===== src/rtl/pipe_addsub_pkg.sv =====
// Shared definitions for the pipelined adder/subtractor:
// mode encoding, slice-width helper and saturation bounds.
package pipe_addsub_pkg;

  localparam logic MODE_ADD = 1'b0;
  localparam logic MODE_SUB = 1'b1;

  // Widest operand the saturation helpers can describe.
  localparam int SAT_MAX_N = 64;

  function automatic int slice_width(input int n, input int stages);
    return n / stages;
  endfunction

  // Largest positive two's-complement value of an n-bit word (0x7FF..F).
  function automatic logic [SAT_MAX_N-1:0] sat_max(input int n);
    logic [SAT_MAX_N-1:0] r;
    r = '0;
    for (int i = 0; i < n - 1; i++) r[i] = 1'b1;
    return r;
  endfunction

  // Most negative two's-complement value of an n-bit word (0x800..0).
  function automatic logic [SAT_MAX_N-1:0] sat_min(input int n);
    logic [SAT_MAX_N-1:0] r;
    r = '0;
    r[n-1] = 1'b1;
    return r;
  endfunction

endpackage


===== src/rtl/adder_slice.sv =====
// Combinational W-bit ripple slice built from full_adder cells.
// Besides the slice carry-out it exposes the carry into its MSB so
// the top slice can form the signed-overflow flag.
module adder_slice #(
  parameter int W = 4
) (
  input  logic [W-1:0] a,
  input  logic [W-1:0] b,
  input  logic         cin,
  output logic [W-1:0] s,
  output logic         cout,
  output logic         cmsb
);

  logic [W:0] c;

  assign c[0] = cin;

  for (genvar i = 0; i < W; i++) begin : g_bit
    full_adder u_fa (
      .a    (a[i]),
      .b    (b[i]),
      .cin  (c[i]),
      .s    (s[i]),
      .cout (c[i+1])
    );
  end

  assign cout = c[W];
  assign cmsb = c[W-1];

endmodule


===== src/rtl/full_adder.sv =====
// Single-bit full adder cell, the building block of every slice.
module full_adder (
  input  logic a,
  input  logic b,
  input  logic cin,
  output logic s,
  output logic cout
);

  assign s    = a ^ b ^ cin;
  assign cout = (a & b) | (a & cin) | (b & cin);

endmodule


===== src/rtl/pipe_addsub.sv =====
// Pipelined N-bit adder/subtractor split into STAGES equal slices,
// each slice followed by one register level.
// Optional feature macro: PIPE_ADDSUB_SAT_EN (clamp Sum on signed overflow).
//
// Handshake: a beat moves across an interface on a rising edge where
// valid && ready are both high. in_ready is high whenever the pipe can
// shift (output empty or being taken); while out_valid && !out_ready the
// whole pipe freezes and Sum/Cout/V hold. Bubbles are never collapsed.
module pipe_addsub
  import pipe_addsub_pkg::*;
#(
  parameter int N      = 16,
  parameter int STAGES = 4
) (
  input  logic         clk,
  input  logic         rst,
  input  logic [N-1:0] A,
  input  logic [N-1:0] B,
  input  logic         Cin,
  input  logic         Sub,
  input  logic         in_valid,
  output logic         in_ready,
  output logic [N-1:0] Sum,
  output logic         Cout,
  output logic         V,
  output logic         out_valid,
  input  logic         out_ready
);

  localparam int W = slice_width(N, STAGES);

  if (STAGES < 1 || STAGES > N) begin : g_bad_stages
    $error("pipe_addsub: STAGES must be within 1..N");
  end
  if (N % STAGES != 0) begin : g_bad_split
    $error("pipe_addsub: N must be a multiple of STAGES");
  end

  logic advance;

  // Per-stage registers. Stage k holds the transaction after slice k:
  // its full operand words (upper slices still to be added), the sum
  // bits produced so far, and the carry handed to slice k+1.
  logic [STAGES-1:0] vld_r;
  logic [STAGES-1:0] c_r;
  logic [N-1:0]      a_r   [STAGES];
  logic [N-1:0]      b_r   [STAGES];
  logic [N-1:0]      sum_r [STAGES];
  logic              v_r;

  // Combinational view of what each slice sees and produces.
  logic [N-1:0]      a_in    [STAGES];
  logic [N-1:0]      b_in    [STAGES];
  logic [STAGES-1:0] c_in;
  logic [W-1:0]      sl_s    [STAGES];
  logic [STAGES-1:0] sl_co;
  logic [STAGES-1:0] sl_cm;
  logic [N-1:0]      sum_nxt [STAGES];

  logic         v_nxt;
  logic [N-1:0] last_sum;

  assign advance  = !out_valid || out_ready;
  assign in_ready = advance;

  for (genvar k = 0; k < STAGES; k++) begin : g_stage
    logic [N-1:0] base;
    logic [N-1:0] nxt;

    if (k == 0) begin : g_first
      // Subtract is folded in at entry: A + ~B + ~Cin == A - B - Cin.
      assign a_in[0] = A;
      assign b_in[0] = (Sub == MODE_SUB) ? ~B : B;
      assign c_in[0] = (Sub == MODE_SUB) ? ~Cin : Cin;
      assign base    = '0;
    end else begin : g_rest
      assign a_in[k] = a_r[k-1];
      assign b_in[k] = b_r[k-1];
      assign c_in[k] = c_r[k-1];
      assign base    = sum_r[k-1];
    end

    adder_slice #(.W(W)) u_slice (
      .a    (a_in[k][k*W +: W]),
      .b    (b_in[k][k*W +: W]),
      .cin  (c_in[k]),
      .s    (sl_s[k]),
      .cout (sl_co[k]),
      .cmsb (sl_cm[k])
    );

    // Merge this slice's result into the partial sum carried forward.
    always_comb begin
      nxt = base;
      nxt[k*W +: W] = sl_s[k];
    end

    assign sum_nxt[k] = nxt;
  end

  // Signed overflow: carry into bit N-1 differs from carry out of it.
  assign v_nxt = sl_cm[STAGES-1] ^ sl_co[STAGES-1];

`ifdef PIPE_ADDSUB_SAT_EN
  if (N > SAT_MAX_N) begin : g_bad_sat_width
    $error("pipe_addsub: saturation supports N up to SAT_MAX_N");
  end

  localparam logic [SAT_MAX_N-1:0] SAT_MAX_FULL = sat_max(N);
  localparam logic [SAT_MAX_N-1:0] SAT_MIN_FULL = sat_min(N);
  localparam logic [N-1:0]         SAT_MAX_VAL  = SAT_MAX_FULL[N-1:0];
  localparam logic [N-1:0]         SAT_MIN_VAL  = SAT_MIN_FULL[N-1:0];

  // Clamp on overflow: a wrapped MSB of 1 means positive overflow.
  always_comb begin
    last_sum = sum_nxt[STAGES-1];
    if (v_nxt) begin
      last_sum = sum_nxt[STAGES-1][N-1] ? SAT_MAX_VAL : SAT_MIN_VAL;
    end
  end
`else
  assign last_sum = sum_nxt[STAGES-1];
`endif

  // Pipeline registers: all stages shift together on advance.
  always_ff @(posedge clk or posedge rst) begin
    if (rst) begin
      vld_r <= '0;
      c_r   <= '0;
      v_r   <= 1'b0;
      for (int k = 0; k < STAGES; k++) begin
        a_r[k]   <= '0;
        b_r[k]   <= '0;
        sum_r[k] <= '0;
      end
    end else if (advance) begin
      vld_r[0] <= in_valid;
      for (int k = 1; k < STAGES; k++) vld_r[k] <= vld_r[k-1];
      c_r <= sl_co;
      v_r <= v_nxt;
      for (int k = 0; k < STAGES; k++) begin
        a_r[k] <= a_in[k];
        b_r[k] <= b_in[k];
        if (k == STAGES - 1) sum_r[k] <= last_sum;
        else                 sum_r[k] <= sum_nxt[k];
      end
    end
  end

  assign Sum       = sum_r[STAGES-1];
  assign Cout      = c_r[STAGES-1];
  assign V         = v_r;
  assign out_valid = vld_r[STAGES-1];

endmodule


===== config.mk =====
export PLATFORM = sky130hd
export DESIGN_NAME = pipe_addsub
export DESIGN_NICKNAME = d
export VERILOG_FILES = /design/src/rtl/pipe_addsub_pkg.sv /design/src/rtl/adder_slice.sv /design/src/rtl/full_adder.sv /design/src/rtl/pipe_addsub.sv
export SDC_FILE = /design/constraint.sdc
export NUM_CORES = 1
export LEC_CHECK = 0
export BUFFER_PORTS_ARGS = -buffer_cell sky130_fd_sc_hd__clkbuf_2
export CAP_MARGIN = 20
export CORE_UTILIZATION = 57
export DETAILED_ROUTE_END_ITERATION = 12
export GPL_TIMING_DRIVEN = 0
export PLACE_DENSITY = 0.84
export SLEW_MARGIN = 20
export SYNTH_ARGS = -nofsm -noshare
export SYNTH_HDL_FRONTEND = slang
export SYNTH_SLANG_ARGS = --single-unit
export TNS_END_PERCENT = 10

===== constraint.sdc =====
create_clock -name clk -period 3.1 [get_ports clk]
set_input_delay 0 -clock clk [delete_from_list [all_inputs] [get_ports clk]]
set_output_delay 0 -clock clk [all_outputs]
set_load 0.05 [all_outputs]

==> results.py, run 1 <==
metrics = {
    "worst_setup_path": {
        "reg2reg_to": "V",
        "critPathLaunch": "a_in[12]",
        "rr_startpoint": "a_in[12]",
        "start_kind": "flop",
        "ff2ff_setup_slack_ns": 0.71,
        "critPathKind": "reg2reg",
        "cp-end-kind": "flop",
        "slowest_stage": "fa_1",
        "cp_common_cell": "fa_1",
        "r2r_cells": 9,
        "cp.arrival_ns": 2.64,
        "crit_end": "V",
        "path_max_fanout": 2,
        "critPathMaxStageDelay_ns": 0.45,
        "cp.required_ns": 3.35,
        "crit_chain": "inv_1 -> fa_1 -> inv_1 -> fa_1 -> fa_1 -> inv_1 -> fa_1 -> xnor2_1 -> mux2_2",
    },
    "power_and_ir_drop": {
        "leakage_nw": 2.33,
        "clockPowerShare_pct": 16.4,
        "ir_drop_uv": 509,
        "netSwitchingFraction_pct": 37.2,
        "pwr_density_cell_nw_per_um2": 1010,
        "combPwrFrac_pct": 41.1,
        "power_frac_seq_pct": 42.5,
        "p_sw_mw": 1.89,
        "power.internal_mw": 3.19,
    },
    "placement": {
        "place_congestion": 0.743,
        "pre_cts_ws_ns": 0.383,
        "dpl-instance-area_um2": 4660,
        "dp_hpwl_um": 5000,
        "portBuffers": 55,
    },
    "grt": {
        "grt_pass1_wl_um": 11900,
        "grt_max_degree": 77,
        "grtUsageTotal_pct": 21.4,
        "first_global_vias": 2440,
        "gr-total-overflow": 0,
        "grt_antenna_before_repair": 0,
    },
    "synthesis": {
        "synth_top_family_by_area": "multiplexers",
        "ys_seq_area_share_pct": 57.4,
        "ys_seq_elements": 97,
        "synth.avg_cell_area_um2": 15.2,
        "synth_compound_area_share_pct": 1.07,
        "ys_warn_count": 0,
        "syn_area_um2": 4230,
        "synth-main-ff-cell": "dfrtp_1",
        "yosys.area_share.simple_pct": 2.07,
        "synth_area_leader_cell": "dfrtp_1",
        "synthAdderAreaFrac_pct": 7.58,
        "async_reset_ff_share_pct": 100,
        "ys_types": 14,
        "synthMuxAreaShare_pct": 23.4,
        "synth.area.top_cells": "dfrtp_1 57%, mux2_2 21%, fa_1 7.6%",
        "synth_nets": 332,
        "synth.top_cell.area_share_pct": 57.4,
        "synth.most_common_cell": "dfrtp_1",
        "synth_edf_count": 0,
        "synth_cells": 278,
        "synth-xor-area-share_pct": 3.73,
        "synth_common_cells": "97 x dfrtp_1, 79 x mux2_2, 26 x inv_1, 16 x fa_1, 13 x xor2_1",
    },
    "sta": {
        "tns_ns": 0,
        "finalHoldViolCount": 0,
        "max_freq_mhz": 419,
        "fin_ws_ns": 0.712,
        "finalMaxSlewViolations": 0,
        "slew_headroom_pct": 73.6,
        "rsz0062_at_grt": "false",
        "min_period_ns": 2.39,
        "finClkSkew_ns": 0.00496,
        "fin_crit_sh_pct": 77.0,
        "setup_viol": 0,
        "tightestPinTransition_ns": 0.396,
    },
    "detailed_routing": {
        "ant_nets": 0,
        "drt_iter0_markers": 62,
        "drt_wl_total_um": 7240,
        "drtPass1Iterations": 4,
        "wl_per_cell_um": 15.5,
        "vias": 2371,
        "drc": 0,
        "vias_per_cell": 5.08,
    },
    "floorplanning": {
        "die_area_um2": 7760,
        "ios": 58,
        "die_w_um": 88.1,
        "die_y_um": 88.1,
        "rows": 31,
        "start_util_pct": 58.6,
        "core_um2": 7210,
    },
    "finish": {
        "syn2layout_area_growth_pct": 19.3,
        "seqCellArea_um2": 2430,
        "insertedDiodeCount": 0,
        "final_area_um2": 5040,
        "nFillCells": 535,
        "multi_input_area_um2": 1600,
        "fin_nets": 417,
        "layout-drive-gt1-share_pct": 46.5,
    },
    "status": {
        "status": "finished, final reports clean",
    },
    "clock_network": {
        "clk_pin_slew_ns": 0.09,
        "cts_made_buffers": 9,
        "cts_tree": "yes",
        "cts_max_level": 3,
        "clock-sinks": 97,
        "clockRootBuffer": "clkbuf_8",
        "post_cts_buffers": 0,
        "post_cts_resized": 0,
        "cts_buffer_depth": 2,
        "worstSkewPairLatency_ns": 0.36,
    },
    "run": {
        "maxCapViolCount": 0,
    },
    "worst_hold_path": {
        "hold_class": "in2reg",
    },
}
cell families (layout without fill, tap and decap cells):
logic type / Yosys count / in the layout
AOI/OAI and AO/OA: 9 / 9
DFF: 97 / 97
buffers and inverters: 40 / 130
adders and majority gates: 16 / 16
muxes: 87 / 87
and+or+nand+nor: 11 / 11
xor gates and xnor gates: 18 / 18
cell usage in the layout (no fill, tap or decap), drive strengths merged:
cell type    instances
bufinv               1
mux2                83
nor3b                9
nand2b               2
clkinvlp             2
inv                 26
clkbuf              65
dlygate4sd3         18
xor2                13
dfrtp               97
clkinv               3
a21oi                9
xnor2                5
mux2i                4
fa                  16
buf                 15
layout make-up:
class | count | share of cell area [%]
Buffer | 14 | 2.01
Clock buffer | 10 | 2.73
Clock inverter | 6 | 1.34
Inverter | 26 | 2.03
Multi-Input combinational cell | 141 | 31.7
Sequential cell | 97 | 48.1
Tap cell | 99 | 2.46
Timing Repair Buffer | 74 | 9.58
per-layer routing:
layer	track usage, %	share of wire [%]
met5	0	0
met4	9.53	1.6
met3	3.58	3.5
met2	35.0	50
met1	28.5	44
power groups by stage:
stage | Combinational (mW) | Sequential [mW] | Clock (mW)
finish | 2.09 | 2.16 | 0.835
global route | 2.29 | 2.24 | 0.903
CTS | 2.12 | 2.17 | 0.857
detailed placement | 2.09 | 2.20 | 0
global placement | 2.00 | 2.15 | 0
floorplan | 1.24 | 2.53 | 0
worst min path at each step:
stage	from	to	slack, ns	depth (start not counted)
floorplan	A[4]	a_in[36]	0.15	1
global placement	A[14]	a_in[46]	0.23	2
detailed placement	rst	g_stage[3].base[0]	-0.05	2
CTS	B[14]	b_in[46]	0.0003	3
global route	B[15]	b_in[47]	0.02	3
finish	B[14]	b_in[46]	0.02	3
per-stage QoR:
step | instances | hold WS, ns | total power, mW | utilization (%)
floorplan | 278 | 0.152 | 3.77 | -
CTS | 467 | 0.000348 | 5.14 | 69.9
global route | 467 | 0.0193 | 5.43 | 69.9
global placement | 432 | 0.232 | 4.15 | 64.1
finish | 467 | 0.0175 | 5.09 | 69.9
detailed placement | 433 | -0.0471 | 4.29 | 64.6
repair_timing:
action	in CTS	in global routing
endpoints found under the hold margin	121	0
setup endpoints to repair	0	0
hold buffers	18	0
critical path: cells and delay by family, from the launching register on:
family | cells | cell delay (ns)
xor+xnor | 1 | 0.14
fa+ha+maj | 4 | 1.31
buf+inv | 3 | 0.21
flops | 1 | 0.36
mux | 1 | 0.26
sequential cells by signal, indices dropped and copies added, names as in the netlist:
register,cells
Sum,16
g_stage.base,24
vld_r,4
V,1
b_in,24
a_in,24
c_r,4
Note: power is estimated with default switching activity, not from simulation.
==> run 2: changes to the inputs <==
--- a/config.mk
+++ b/config.mk
@@ -7,10 +7,10 @@
 export LEC_CHECK = 0
 export BUFFER_PORTS_ARGS = -buffer_cell sky130_fd_sc_hd__clkbuf_2
 export CAP_MARGIN = 20
-export CORE_UTILIZATION = 57
+export CORE_UTILIZATION = 51
 export DETAILED_ROUTE_END_ITERATION = 12
 export GPL_TIMING_DRIVEN = 0
-export PLACE_DENSITY = 0.84
+export PLACE_DENSITY = 0.8
 export SLEW_MARGIN = 20
 export SYNTH_ARGS = -nofsm -noshare
 export SYNTH_HDL_FRONTEND = slang
==> constraint.sdc (replaced) <==
create_clock -name clk -period 2.1 [get_ports clk]
set_input_delay 0 -clock clk [delete_from_list [all_inputs] [get_ports clk]]
set_output_delay 0 -clock clk [all_outputs]
set_load 0.05 [all_outputs]
==> run 2 against run 1 <==
The run now ends with negative setup slack left. Sequential power increased by 49%. First-iteration DRC count grew 66%. Critical path depth unchanged. Clock-buffer cell count increased by 1. Via count decreased by 0.42%. Global-route usage decreased by 2.7 points. Fmax up 12%. Sequential share of layout area shrank 0.73 points. Die area grew 11%.
==> results.py, run 2 (synthesis results as in run 1) <==
metrics = {
    "status": {
        "status": "finished, violations left",
        "failed_checks": "negative setup slack",
    },
    "placement": {
        "dp_hpwl_um": 5030,
        "place_congestion": 0.764,
        "pre_cts_ws_ns": -0.667,
        "portBuffers": 55,
        "dpl-instance-area_um2": 4670,
        "place_inst": 437,
    },
    "finish": {
        "fin_nets": 421,
        "syn2layout_area_growth_pct": 21.2,
        "final_common_cell": "dfrtp_1",
        "mostFrequentLayoutCells": "97 x dfrtp_1, 78 x mux2_2, 55 x clkbuf_2, 17 x dlygate4sd3_1, 13 x inv_1",
        "layout-drive-gt1-share_pct": 54.0,
        "final_area_um2": 5120,
        "layout.cells.non_filler": 474,
        "insertedDiodeCount": 0,
        "final_util_pct": 64.9,
    },
    "detailed_routing": {
        "vias_per_cell": 4.98,
        "drt_iter0_markers": 103,
        "wl_per_cell_um": 15.3,
        "wl_met1_um": 3310,
        "ant_nets": 0,
        "top_layer": "met4",
        "dr_wl_met2_um": 3640,
        "dr_wl_met3_um": 250,
        "drtPass1Iterations": 3,
        "vias": 2361,
        "drc": 0,
        "drt_wl_total_um": 7270,
    },
    "run": {
        "maxCapViolCount": 0,
    },
    "power_and_ir_drop": {
        "ir_drop_uv": 765,
        "p_sw_mw": 2.82,
        "combPwrFrac_pct": 43.4,
        "netSwitchingFraction_pct": 37.1,
        "clockPowerShare_pct": 14.4,
        "power.internal_mw": 4.78,
        "pwr_density_cell_nw_per_um2": 1490,
        "power_frac_seq_pct": 42.2,
        "leakage_nw": 2.34,
    },
    "floorplanning": {
        "die_w_um": 93.0,
        "start_util_pct": 53.6,
        "die_area_um2": 8660,
        "core_um2": 7890,
        "die_y_um": 93.0,
        "rows": 32,
        "ios": 58,
    },
    "sta": {
        "min_period_ns": 2.13,
        "rsz0062_at_grt": "true",
        "slew_headroom_pct": 52.7,
        "finClkSkew_ns": 0.00593,
        "finalHoldViolCount": 0,
        "finalMaxSlewViolations": 0,
        "tightestPinTransition_ns": 0.708,
        "fin_crit_sh_pct": 102,
        "fin_ws_ns": -0.0333,
        "setup_viol": 2,
        "max_freq_mhz": 469,
    },
    "worst_setup_path": {
        "path_max_fanout": 2,
        "cp-end-kind": "flop",
        "cp.arrival_ns": 2.37,
        "cp.required_ns": 2.33,
        "start_kind": "flop",
        "critPathKind": "reg2reg",
    },
    "clock_network": {
        "cts_max_level": 3,
        "clock-sinks": 97,
        "clk_pin_slew_ns": 0.08,
        "cts_tree": "yes",
        "cts_buffer_depth": 2,
        "clockRootBuffer": "clkbuf_8",
        "worstSkewPairLatency_ns": 0.34,
        "cts_made_buffers": 9,
    },
    "grt": {
        "grt_antenna_before_repair": 0,
        "first_global_vias": 2477,
        "grtUsageTotal_pct": 18.7,
        "grt_pass1_wl_um": 12100,
        "gr-total-overflow": 0,
        "grt_max_degree": 35,
    },
    "worst_hold_path": {
        "hold_class": "in2reg",
    },
}
[run 2: cell types whose count changed in the layout (fill, tap and decap cells not counted), sizes merged]
cell and delta:
clkinvlp +1, buf +5, inv -1, bufinv -1
dlygate4sd3 -1, clkbuf +1
[run 2: critical path: stages (launching register included)]
cell     delay [ns]
dfrtp_1        0.35
inv_2          0.05
fa_2           0.37
inv_2          0.06
fa_2           0.20
fa_2           0.22
inv_2          0.04
fa_2           0.35
xnor2_1        0.13
mux2_4         0.26
[run 2: repair_timing]
action / in CTS / in global routing
setup buffers: 4 / 0
cloned: 0 / 0
pin swaps: 9 / 2
gates resized for setup: 22 / 10
hold endpoints to repair: 54 / 0
endpoints found under the setup margin: 6 / 5
hold buffers: 17 / 0
[run 2: final timing paths]
kind,endpoint,startpoint,slack (ns),depth (start not counted)
max in group asynchronous,Sum[13],rst,1.20,4
max reg2reg,V,c_r[2],-0.03,9
min reg2reg,vld_r[3],vld_r[2],0.48,1
min,b_in[47],B[15],0.03,3
max,V,c_r[2],-0.03,9
min in group asynchronous,Sum[0],rst,0.30,3
[run 2: through the flow]
stage	hold slack, ns	power (mW)	TNS [ns]
finish	0.0305	7.61	-0.0412
global route	0.0220	8.10	-0.273
detailed placement	0.139	6.31	-1.90
global placement	0.232	6.15	-1.71
CTS	0.0214	7.59	-0.0627
floorplan	0.152	5.56	-0.666
[run 2: per-layer routing]
layer / vias up / track usage (%)
met5: - / 0
met4: 0 / 5.00
met3: 7 / 4.23
met2: 44 / 30.7
met1: 1218 / 25.4
li1: 1092 / -
[run 2: power groups by stage]
stage	Combinational, mW	Sequential, mW	Clock, mW
detailed placement	3.08	3.22	0
floorplan	1.83	3.73	0
finish	3.30	3.21	1.09
CTS	3.26	3.21	1.12
global placement	2.97	3.18	0
global route	3.60	3.32	1.19
[run 2: cell type report]
cell class	count	area, um2
Timing Repair Buffer	78	515
Fill cell	587	2770
Clock buffer	11	151
Buffer	14	123
Sequential cell	97	2430
Inverter	26	101
Clock inverter	5	30.0
Tap cell	102	128
Multi-Input combinational cell	141	1650
